### config.mk
export PLATFORM = sky130hd
export DESIGN_NAME = pulse_merger
export DESIGN_NICKNAME = d
export VERILOG_FILES = /design/src/rtl/pulse_merger.sv
export SDC_FILE = /design/constraint.sdc
export NUM_CORES = 1
export LEC_CHECK = 0
export CORE_AREA = 2 2 39 41
export CTS_CLUSTER_DIAMETER = 120
export DETAILED_ROUTE_END_ITERATION = 16
export DIE_AREA = 0 0 41 43
export GPL_TIMING_DRIVEN = 1
export PLACE_DENSITY_LB_ADDON = 0.12
export SLEW_MARGIN = 30
export SYNTH_ARGS = -nofsm -noshare
export SYNTH_HDL_FRONTEND = slang
export SYNTH_SLANG_ARGS = --single-unit
### constraint.sdc
create_clock -name clock -period 1.69 [get_ports clock]
set_input_delay 0.338 -clock clock [delete_from_list [all_inputs] [get_ports clock]]
set_output_delay 0.338 -clock clock [all_outputs]
set_load 0.03 [all_outputs]
### src/rtl/pulse_merger.sv
// rtl/pulse_merger.sv - merges a sparse pulse stream into contiguous bursts
module pulse_merger #(
  parameter int PULSE_COUNTER_WIDTH = 3,
  parameter int GAP_CYCLES          = 2
) (
  input  logic clock,
  input  logic resetn,
  input  logic pulse_in,
  output logic pulse_out,
  output logic busy
);

  localparam int W  = PULSE_COUNTER_WIDTH;
  localparam int GW = $clog2(GAP_CYCLES + 1);

  localparam logic [W-1:0]  COUNT_MAX = {W{1'b1}};
  localparam logic [W-1:0]  COUNT_ONE = W'(1);
  localparam logic [GW-1:0] GAP_ONE   = GW'(1);
  localparam logic [GW-1:0] GAP_LAST  = GW'(GAP_CYCLES - 1);

  typedef enum logic [1:0] {
    IDLE    = 2'd0,
    COLLECT = 2'd1,
    EMIT    = 2'd2
  } state_t;

  state_t          state_q, state_d;
  logic [W-1:0]    count_q, count_d;
  logic [GW-1:0]   gap_q, gap_d;
  logic            pulse_out_q;
  logic            busy_q;

  // Next-state decode; outputs are derived from the next state so they come straight off flops
  always_comb begin
    state_d = state_q;
    count_d = count_q;
    gap_d   = gap_q;
    case (state_q)
      IDLE: begin
        if (pulse_in) begin
          state_d = COLLECT;
          count_d = COUNT_ONE;
          gap_d   = '0;
        end
      end
      COLLECT: begin
        if (pulse_in) begin
          // A saturated counter drops the pulse but still restarts the gap window
          gap_d = '0;
          if (count_q != COUNT_MAX) begin
            count_d = count_q + COUNT_ONE;
          end
        end else if (gap_q == GAP_LAST) begin
          state_d = EMIT;
          gap_d   = '0;
        end else begin
          gap_d = gap_q + GAP_ONE;
        end
      end
      EMIT: begin
        // An incoming pulse cancels the one being emitted, so the burst simply stretches
        if (!pulse_in) begin
          if (count_q == COUNT_ONE) begin
            state_d = IDLE;
            count_d = '0;
          end else begin
            count_d = count_q - COUNT_ONE;
          end
        end
      end
      default: begin
        state_d = IDLE;
        count_d = '0;
        gap_d   = '0;
      end
    endcase
  end

  // State, counters and registered outputs with asynchronous clear
  always_ff @(posedge clock or negedge resetn) begin
    if (!resetn) begin
      state_q     <= IDLE;
      count_q     <= '0;
      gap_q       <= '0;
      pulse_out_q <= 1'b0;
      busy_q      <= 1'b0;
    end else begin
      state_q     <= state_d;
      count_q     <= count_d;
      gap_q       <= gap_d;
      pulse_out_q <= (state_d == EMIT);
      busy_q      <= (state_d == COLLECT) && (count_d == COUNT_MAX);
    end
  end

  assign pulse_out = pulse_out_q;
  assign busy      = busy_q;

endmodule

Word-level counts from Yosys, hierarchy flattened
Index checks and enable logic that the tools add are counted.
- flip-flop bits (word level): 9
- add/subtract/negate cells: 3
- eq/ne operators: 9
- mux-type cells: 16
- bitwise operators: 1
- reduce and logical (&&, ||, !) cells: 3
- operators by type and width (kind ; count):
    2-bit 2-to-1 mux ; 8
    3-bit 2-to-1 mux ; 5
    2-bit case mux with 3 select lines ; 2
    3-bit case mux with 3 select lines ; 1
    2-bit by 1-bit equality test with 1-bit output, second input constant ; 3
    2-bit equality test, second input constant ; 2
    3-bit by 1-bit adder with 3-bit output, second input constant ; 1
    3-bit by 1-bit equality test with 1-bit output, second input constant ; 1
    3-bit equality test, second input constant ; 1
    3-bit != test, second input constant ; 1
    3-bit by 1-bit subtractor with 3-bit output, second input constant ; 1
    2-bit by 1-bit adder with 2-bit output, second input constant ; 1
    2-bit zero test ; 1
    2-bit != test, second input constant ; 1
    2-bit AND reduction ; 1
    1-bit logical AND ; 1
    1-bit inverter ; 1

Longest topological paths before layout
- depth after elaboration: 6
- gate-level depth with buffers: 6

Worst setup path before layout
No wires, ideal clock.
- path type: register to register
- from: register count_q[0]
- to: register busy_q, in the netlist busy
- setup time: 0.087 ns
- arrival time: 1.298 ns
- required time: 1.603 ns
- setup slack: 0.305 ns
- cell stages (with the launch flop): 6
- path through: dfrtp_1 -> ha_1 -> a21boi_2 -> xnor2_1 -> mux2_2 -> a211oi_2
- cells in the longest elaborated chain, start to end: 6
- RTL lines (element ; line ; RTL):
    start, declared ; 28 ; logic [W-1:0] count_q, count_d;
    start signal, assigned ; 89 ; count_q <= count_d;
    3-bit by 1-bit subtractor with 3-bit output, or another cell as far along ; 67 ; count_d = count_q - COUNT_ONE;
    3-bit 2-to-1 mux, or another cell as far along ; 63 ; if (count_q == COUNT_ONE) begin
    3-bit 2-to-1 mux, or another cell as far along ; 62 ; if (!pulse_in) begin
    3-bit case mux with 3 select lines / 2-bit case mux with 3 select lines (equally long branches) ; 38 ; case (state_q)
    3-bit equality test / 2-bit by 1-bit equality test with 1-bit output (equally long branches) ; 92 ; busy_q <= (state_d == COLLECT) && (count_d == COUNT_MAX);
    1-bit logical AND * ; 92 ;
    end signal, assigned ; 92 ;
    end, declared ; 31 ; logic busy_q;
Mark *: on every way between the ends. The rest lies on a longest branch, timed or not.
A chain may end at the register's enable or synchronous reset.

Worst setup path in the final report
- from: register busy_q, in the netlist busy
- to: output port busy
- RTL lines (element ; line ; RTL):
    end, declared ; 10 ; output logic busy
No word-level cell between the ends.

==> reports/results.tsv <==
stage	metric	value	unit
run_status	outcome	completed	
place	PortBufs	4	
finish	area of the multi-input gates	283	sq um
critical_path	Critical Path Sink Type	output port	
power_and_ir_drop	power consumption	1.09	mW
timing	final worst setup slack	0.119	ns
critical_path	CP max FO	1	
clocking	Setup Buffers After CTS	0	
critical_path	crit-path cells	clkdlybuf4s50_1	
grt	grt met1 use	18.6	%
power_and_ir_drop	Pleak	0.302	nW
grt	first-pass GRT wire length	1.77	mm
job	Max-Cap Viols	0	
yosys	mean post-synth cell area	10.4	sq um
power_and_ir_drop	clock network power share	15.0	%
grt	GRT busiest layer	met2	
timing	endpoints failing hold	0	
detailed_routing	via count	435	
power_and_ir_drop	switching pwr	426	uW
critical_path	worst endpoint data arrival time	1.23	ns
clocking	CTS root buf	clkbuf_4	
clocking	CTS resizes	0	
min_path	Worst Hold Class	input pin to async pin	
power_and_ir_drop	Pint	659	uW
timing	Final Max Slew Viols	0	
finish	most common cell after layout, fill and taps aside	dfrtp_1	
critical_path	Worst path max stage delay	0.66	ns
yosys	Mapped Area	531	sq um
critical_path	critical path class	register to output port	
critical_path	critical path's slowest cell	clkdlybuf4s50_1	
critical_path	Bufs and invs on worst path	1	
place	final HPWL from detailed placement	790	microns
timing	relative slew slack	72.7	%
grt	Overall Global Routing Usage	15.1	%
clocking	CTS H-Tree Depth	1	
clocking	clk sink count	9	
die	die height	43	microns
yosys	distinct cell type count of the synthesized netlist	26	
critical_path	crit-path leading delay family	buffers and inverters	
power_and_ir_drop	Reg power frac	35.4	%
finish	share of cells above drive strength 1	26.2	%
finish	post-layout instance area	662	sq um
die	io pins	5	
grt	M2 GR Usage	23.4	%
detailed_routing	# DRC	0	
die	# rows	14	
detailed_routing	Routed WL	1.05	mm
finish	Core Util, Final	47.8	%
finish	most frequent cells in the layout	dfrtp_1 (9), buf_4 (7)	
clocking	TritonCTS clock tree	built	
timing	RSZ-0062 raised after global routing	false	
yosys	#FFs+latches synth	9	
finish	fill count	144	
yosys	ys async rst share	100	%
place	setup slack at placement	-0.0632	ns
critical_path	R2R Path Start	count_q[0]$_DFF_PN0_	
finish	Nets	73	
place	gpl congestion	0.712	
grt	vias in the first global route	427	
finish	Area growth syn-to-layout	24.8	%
yosys	Seq/Total Area, Yosys	42.5	%
grt	pin count of the biggest net entering global routing	10	
clocking	Clock Latency Late Sink	0.26	ns
yosys	synth warn	0	
timing	Final period util	92.9	%
timing	f_max	0.637	GHz
finish	# diodes	0	
power_and_ir_drop	combinational power share	49.6	%
clocking	Reg clk slew, reported paths	0.06	ns
detailed_routing	WL per Instance	13.0	microns
critical_path	CP Launch Type	register	
clocking	CTS max path bufs	2	
yosys	syn_nets	58	
power_and_ir_drop	sw frac	39.3	%
clocking	TritonCTS Buffers	3	
yosys	Main synth FF type	dfrtp_1	
critical_path	Required @ worst endpoint	1.35	ns
die	die width	41	microns
finish	Register Area	225	sq um
timing	worst clock skew	0.00349	ns
place	placed cell areas	636	sq um
clocking	cts-stage hold buffer count	0	
critical_path	FF-to-FF path depth	5	
critical_path	CP Depth	1	
die	Die ar.	1760	sq um
die	starting density of the core	38.3	%
critical_path	Worst R2R End	busy$_DFF_PN0_	
power_and_ir_drop	VDD IR max	0.691	mV
grt	met3 Use GR	3.14	%
yosys	number of flops mapped to enable cells by yosys	0	
detailed_routing	vias per std cell	5.37	
detailed_routing	post-route ant nets	0	
critical_path	R2R Setup Slk	0.22	ns
timing	fin crit period	1.57	ns
yosys	Cells after Synth	51	
die	core region area	1380	sq um
timing	final number of setup-violating endpoints	0	
grt	overflow left after global routing	0	
detailed_routing	first drt pass iteration count	4	
grt	initial antenna violation count	0	
detailed_routing	drt first-iter violations	11	
timing	Worst Max-Slew Pin Slew	0.408	ns
power_and_ir_drop	PwrDens	1640	nW/um^2
power groups by stage:
stage               Clock, mW  Combinational, mW  Sequential, mW
global placement            0              0.542           0.389
detailed placement          0              0.537           0.388
floorplan                   0              0.368           0.391
finish                  0.163              0.539           0.384
global route            0.180              0.601           0.395
CTS                     0.168              0.542           0.384
flip-flops by register name, indices dropped and copies added, names as in the netlist:
name       count
count_q        3
gap_q          2
pulse_out      1
state_q        2
busy           1
per-layer routing:
metal | vias up | share of wire, %
met2 | 5 | 51
met1 | 217 | 45
li1 | 211 | -
met3 | 2 | 2.1
met4 | 0 | 1.1
met5 | - | 0
synth_stat cells, types with 2 or more instances:
master	number	area, sq um
dfrtp_1	9	225
ha_1	4	50.1
inv_1	4	15.0
o22ai_1	4	25.0
nand2_1	3	11.3
nor2_1	3	11.3
a21oi_1	2	10.0
mux2_2	2	22.5
nand2b_1	2	12.5
nand3_1	2	10.0
metrics by stage:
stage          std cells  TNS (ns)  hold slack, ns
3_5_place_dp          77   -0.0746           0.499
3_3_place_gp          77   -0.0540           0.496
2_1_floorplan         51         0          0.0424
6_report              81         0           0.376
4_1_cts               81         0           0.383
5_1_grt               81         0           0.408
worst max path at each step:
stage | to | from | slack (ns)
4_1_cts | busy | busy$_DFF_PN0_ | 0.11
2_1_floorplan | busy$_DFF_PN0_ | count_q[0]$_DFF_PN0_ | 0.31
3_3_place_gp | busy$_DFF_PN0_ | pulse_in | -0.05
6_report | busy | busy$_DFF_PN0_ | 0.12
3_5_place_dp | busy$_DFF_PN0_ | pulse_in | -0.06
5_1_grt | busy | busy$_DFF_PN0_ | 0.08
cell type report:
class	count	area share, %
Clock buffer	4	3.97
Inverter	4	2.27
Multi-Input combinational cell	37	42.7
Sequential cell	9	34.0
Tap cell	16	3.02
Timing Repair Buffer	11	14.0
cell families (layout without fill, tap and decap cells):
kind of cell / Yosys count / after routing / synth area share (%)
AOI/OAI and AO/OA: 15 / 15 / 21.5
buffers and inverters: 5 / 19 / 4.24
xor gates and xnor gates: 1 / 1 / 1.65
DFF: 9 / 9 / 42.5
muxes: 2 / 2 / 4.24
and+or+nand+nor: 15 / 15 / 16.5
adders and majority gates: 4 / 4 / 9.43
Power figures use the tool's default switching activity.
==> patch 1: new RTL, same settings <==
Change the parameter `PULSE_COUNTER_WIDTH` from 3 to 6.
--- a/src/rtl/pulse_merger.sv
+++ b/src/rtl/pulse_merger.sv
@@ -1,5 +1,5 @@
 // rtl/pulse_merger.sv - merges a sparse pulse stream into contiguous bursts
 module pulse_merger #(
-  parameter int PULSE_COUNTER_WIDTH = 3,
+  parameter int PULSE_COUNTER_WIDTH = 6,
   parameter int GAP_CYCLES          = 2
 ) (
Function: changed (a bounded check fails within 10 cycles, from zero or initial values and one cycle with resetn low).
==> patch 1 against the original RTL <==
The flow now finishes with violations (setup timing). Non-clock buffer count grew 30. Power grew 110%. Cell area grew 100%. Setup slack lost 0.47 ns. Sequential share of layout area shrank 11 points. Area after synthesis grew 71%. Cell count grew 99%. Core utilization grew 48 points. Via count grew to 2.7 times the old value. Critical endpoint is now busy. Sequential cell count grew 3. Count of clock-buffer cells in the layout is the same. Wire length grew to 3.7 times the old value. Sequential power grew 36%. Worst hold slack gained 0.027 ns.
==> patch 1: results <==
{
  "critPathTopFamily": "simple AND/OR/NAND/NOR gates",
  "antenna_found_initial": 0,
  "grt_use_met3_pct": 11.52,
  "dr.pass1.iters": 5,
  "synth_edf_count": 0,
  "grt.total_usage_pct": 47.41,
  "synth_area_leaders": "dfrtp_1, o31ai_1, a21oi_1",
  "rr_worst_depth": 7,
  "violations": "setup timing",
  "nFillCells": 32,
  "ys_types": 42,
  "synthArstFlopShare_pct": 100.0,
  "final-setup-viol-count": 8,
  "dp.cells": 153,
  "peakVddDrop_mv": 1.166,
  "cts-resized-gates": 7,
  "cp-endpoint": "busy",
  "cts.reportedPaths.clkPinSlew_ns": 0.09,
  "r2r_end": "busy",
  "clock_path_buffers": 2,
  "holdWs_ns": 0.4024,
  "placed_area_sq_mm": 0.001214,
  "setup_tns_ns": -1.200,
  "grt_pass1_wl_um": 5430,
  "critPathArrivalTime_ns": 2.24,
  "critPathLaunch": "count_q[1]",
  "via_per_inst": 7.348,
  "placement.io_buffers": 4,
  "grt_max_degree": 13,
  "ys.flop_type": "dfrtp_1",
  "cp_slowest_stage_delay_ns": 0.43,
  "first_global_vias": 1090,
  "syn_inst": 108,
  "globalRouteMet1Util_pct": 59.00,
  "synth.top_cells.by_count": "dfrtp_1, a21oi_1, nand2_1, nor2_1",
  "multi_input_area_sq_um": 624.3,
  "worst_clock_skew_ns": 0.002246,
  "p_leak_nw": 0.6015,
  "wire_per_inst_um": 24.14,
  "worst_slack_ns": -0.3502,
  "gr-usage-met2_pct": 68.13,
  "final_cells": 161,
  "drtIter0Drc": 116,
  "place_hpwl_um": 1964,
  "gp_congestion": 1.018,
  "status": "finished with violations",
  "cts_setup_buffers": 2,
  "worst_slew_pin_slew_ns": 0.5831,
  "cp_slowest_cell": "dfrtp_1",
  "drive_above_1_share_pct": 39.31,
  "switchingPower_mw": 1.046,
  "dp_slack_ns": -0.5298,
  "largest_registers": "count_q (6), gap_q (2), state_q (2)",
  "seq_area_frac_synth_pct": 33.15,
  "insertion_delay_ns": 0.30,
  "crit_path_max_fanout": 5
}
## patch 1: cell count changes in the layout (fill, tap and decap cells not counted), moves of 4 or more
cell	change
o31ai_1	+4
nor2_1	+4
buf_4	+29
nand2_1	+4
nor3_1	+6
a21oi_1	+6
o22ai_1	-4
## patch 1: power groups by stage
stage               Clock (mW)  Combinational (mW)  Sequential (mW)
finish                   0.261                1.51            0.521
global route             0.262                1.58            0.523
CTS                      0.237                1.32            0.496
detailed placement           0                1.20            0.500
global placement             0                1.15            0.498
floorplan                    0               0.713            0.475
## patch 1: cell type report
class,count,area share [%]
timing repair buffer,41,24.20
inverter,5,1.607
multi-input combinational,83,47.16
clock buffer,4,2.741
tap,16,1.512
sequential,12,22.78
## patch 1: logic make-up after synthesis
family,synth area share [%]
simple gates,30.80
compound gates,24.03
buf+inv,6.905
flops,33.15
fa+ha+maj,4.144
xor+xnor,0.9670
## patch 1: routing by layer
layer,wire length [um],vias to the layer above
met3,438,39
met1,1381,552
met4,280,0
met2,1787,117
li1,-,475
met5,0,-
==> patch 2: new RTL, same flow settings <==
Made on the original files. Make the reset (`resetn`) synchronous in one clocked block. Comments in the files are not updated.
--- a/src/rtl/pulse_merger.sv
+++ b/src/rtl/pulse_merger.sv
@@ -78,5 +78,5 @@
 
   // State, counters and registered outputs with asynchronous clear
-  always_ff @(posedge clock or negedge resetn) begin
+  always_ff @(posedge clock) begin
     if (!resetn) begin
       state_q     <= IDLE;
Behaviour: differs if resetn is asserted again (counterexample within 4 cycles, from zero or initial values and one cycle with resetn low); with resetn held inactive, the same outputs for 10 cycles.
==> patch 2 against the original RTL <==
Sequential share of layout area fell by 4.8 points. Area after synthesis fell by 0.71%. Clock skew fell by 0.0018 ns. Setup slack got worse by 0.031 ns. First-iteration DRC count rose by 18%. Cell area fell by 7.0%. Wire length fell by 4.1%. Sequential cell count did not move. Critical path type is now reg -> reg. Largest cell class unchanged. Highest routed layer unchanged.
Power is not compared: it rests on default switching activity, and its combinational part moved more than twofold at a synthesized area within 25%.
==> patch 2: results <==
{
  "syn_nets": 64,
  "root_buffer": "clkbuf_4",
  "dr_total_vias": 433,
  "critPathArrivalTime_ns": 1.80,
  "worstHoldPathType": "reg -> reg",
  "yosysWarnings": 0,
  "timing.rr.start": "count_q[0]",
  "antenna_found_initial": 0,
  "numCtsBuffers": 3,
  "slew_headroom_pct": 78.04,
  "seq_area_frac_synth_pct": 34.20,
  "status": "finished clean",
  "largest_registers": "count_q (3), gap_q (2), state_q (2)",
  "wl_um": 1008,
  "p_int_uw": 348.9,
  "crit_path_max_fanout": 8,
  "synthArstFlopShare_pct": 0,
  "busiest_layer": "met2",
  "dp.cells": 78,
  "synth.top_cells.by_count": "dfxtp_1, nand2b_1",
  "first_global_vias": 420,
  "nFillCells": 150,
  "nets": 73,
  "cts_max_level": 1,
  "grt_max_degree": 10,
  "r2r_end": "busy",
  "p_leak_nw": 0.2567,
  "avgSynthCellArea_sq_um": 9.082,
  "cp-endpoint": "busy",
  "cts_setup_buffers": 0,
  "gr-usage-met2_pct": 20.63,
  "cts-resized-gates": 0,
  "ys_types": 28,
  "synth_area_leaders": "dfxtp_1, ha_1, mux2i_1",
  "gp_congestion": 0.7779,
  "clock_path_buffers": 2,
  "grt.total_usage_pct": 14.63,
  "grt_pass1_wl_um": 1683,
  "globalRouteMet1Util_pct": 17.97,
  "drtIter0Drc": 13,
  "critical_path_class": "reg -> reg",
  "drive_above_1_share_pct": 16.67,
  "insertion_delay_ns": 0.26,
  "r2r_slack_ns": 0.09,
  "rr_worst_depth": 5,
  "cts.reportedPaths.clkPinSlew_ns": 0.06,
  "worst_clock_skew_ns": 0.001673,
  "peakVddDrop_mv": 0.3723,
  "via_per_inst": 5.280,
  "grt_use_met3_pct": 4.712,
  "placement.io_buffers": 4,
  "dr.pass1.iters": 5,
  "diodes": 0,
  "place_hpwl_um": 755.8
}
## patch 2: cell types whose count changed after synthesis, moves of 3 or more
cell,before,now
and2_1,0,3
dfxtp_1,0,9
dfrtp_1,9,0
o22ai_1,4,1
mux2i_1,0,3
## patch 2: kinds of logic (layout without fill, tap and decap cells)
kind of cell | after synthesis | in the layout | synth area share, %
flops | 9 | 9 | 34.20
buf+inv | 7 | 15 | 6.648
simple gates | 23 | 23 | 26.13
mux | 3 | 3 | 5.701
compound gates | 13 | 13 | 20.19
fa+ha+maj | 3 | 3 | 7.127
## patch 2: metrics by stage
step                      total power, mW  hold slack (ns)  worst slack, ns  instance area (sq um)
after detailed placement           0.3128           0.4807          -0.1428                  589.3
after floorplan                    0.2913           0.4597           0.2243                  526.8
after global placement             0.3140           0.4735          -0.1074                  589.3
final                              0.4716           0.4889          0.08874                  615.6
after CTS                          0.4804           0.4900          0.07433                  615.6
after global routing               0.5018           0.5236          0.01146                  615.6
## patch 2: worst max-delay path, stage by stage (launching register included)
cell and delay [ns]:
dfxtp_1 0.46, inv_1 0.08, ha_1 0.31, o211a_1 0.22, o32ai_2 0.26, and4_1 0.21
## patch 2: worst min-delay path by stage
stage	endpoint	start	cells past startpoint	slack (ns)
after CTS	gap_q[1]	gap_q[1]	1	0.49
after floorplan	count_q[2]	resetn	1	0.46
after global routing	gap_q[1]	gap_q[1]	1	0.52
after detailed placement	gap_q[1]	gap_q[1]	1	0.48
final	gap_q[1]	gap_q[1]	1	0.49
after global placement	gap_q[1]	gap_q[1]	1	0.47
## patch 2: layout make-up
class                      count  area share [%]
timing repair buffer           7           10.16
clock buffer                   4           4.268
tap                           16           3.252
inverter                       4           2.439
sequential                     9           29.27
multi-input combinational     42           50.61
## patch 2: power by group through the flow
stage	combinational, mW	clock (mW)	sequential, mW
after CTS	0.0757	0.172	0.233
after floorplan	0.0595	0	0.232
after global placement	0.0760	0	0.238
after global routing	0.0842	0.183	0.234
final	0.0748	0.164	0.233
after detailed placement	0.0751	0	0.238
## patch 2: routing by layer
| layer | wire length [um] | share of wire, % |
|---|---|---|
| met1 | 496 | 49 |
| met2 | 445 | 44 |
| met3 | 38 | 3.8 |
| met4 | 28 | 2.8 |
| met5 | 0 | 0 |
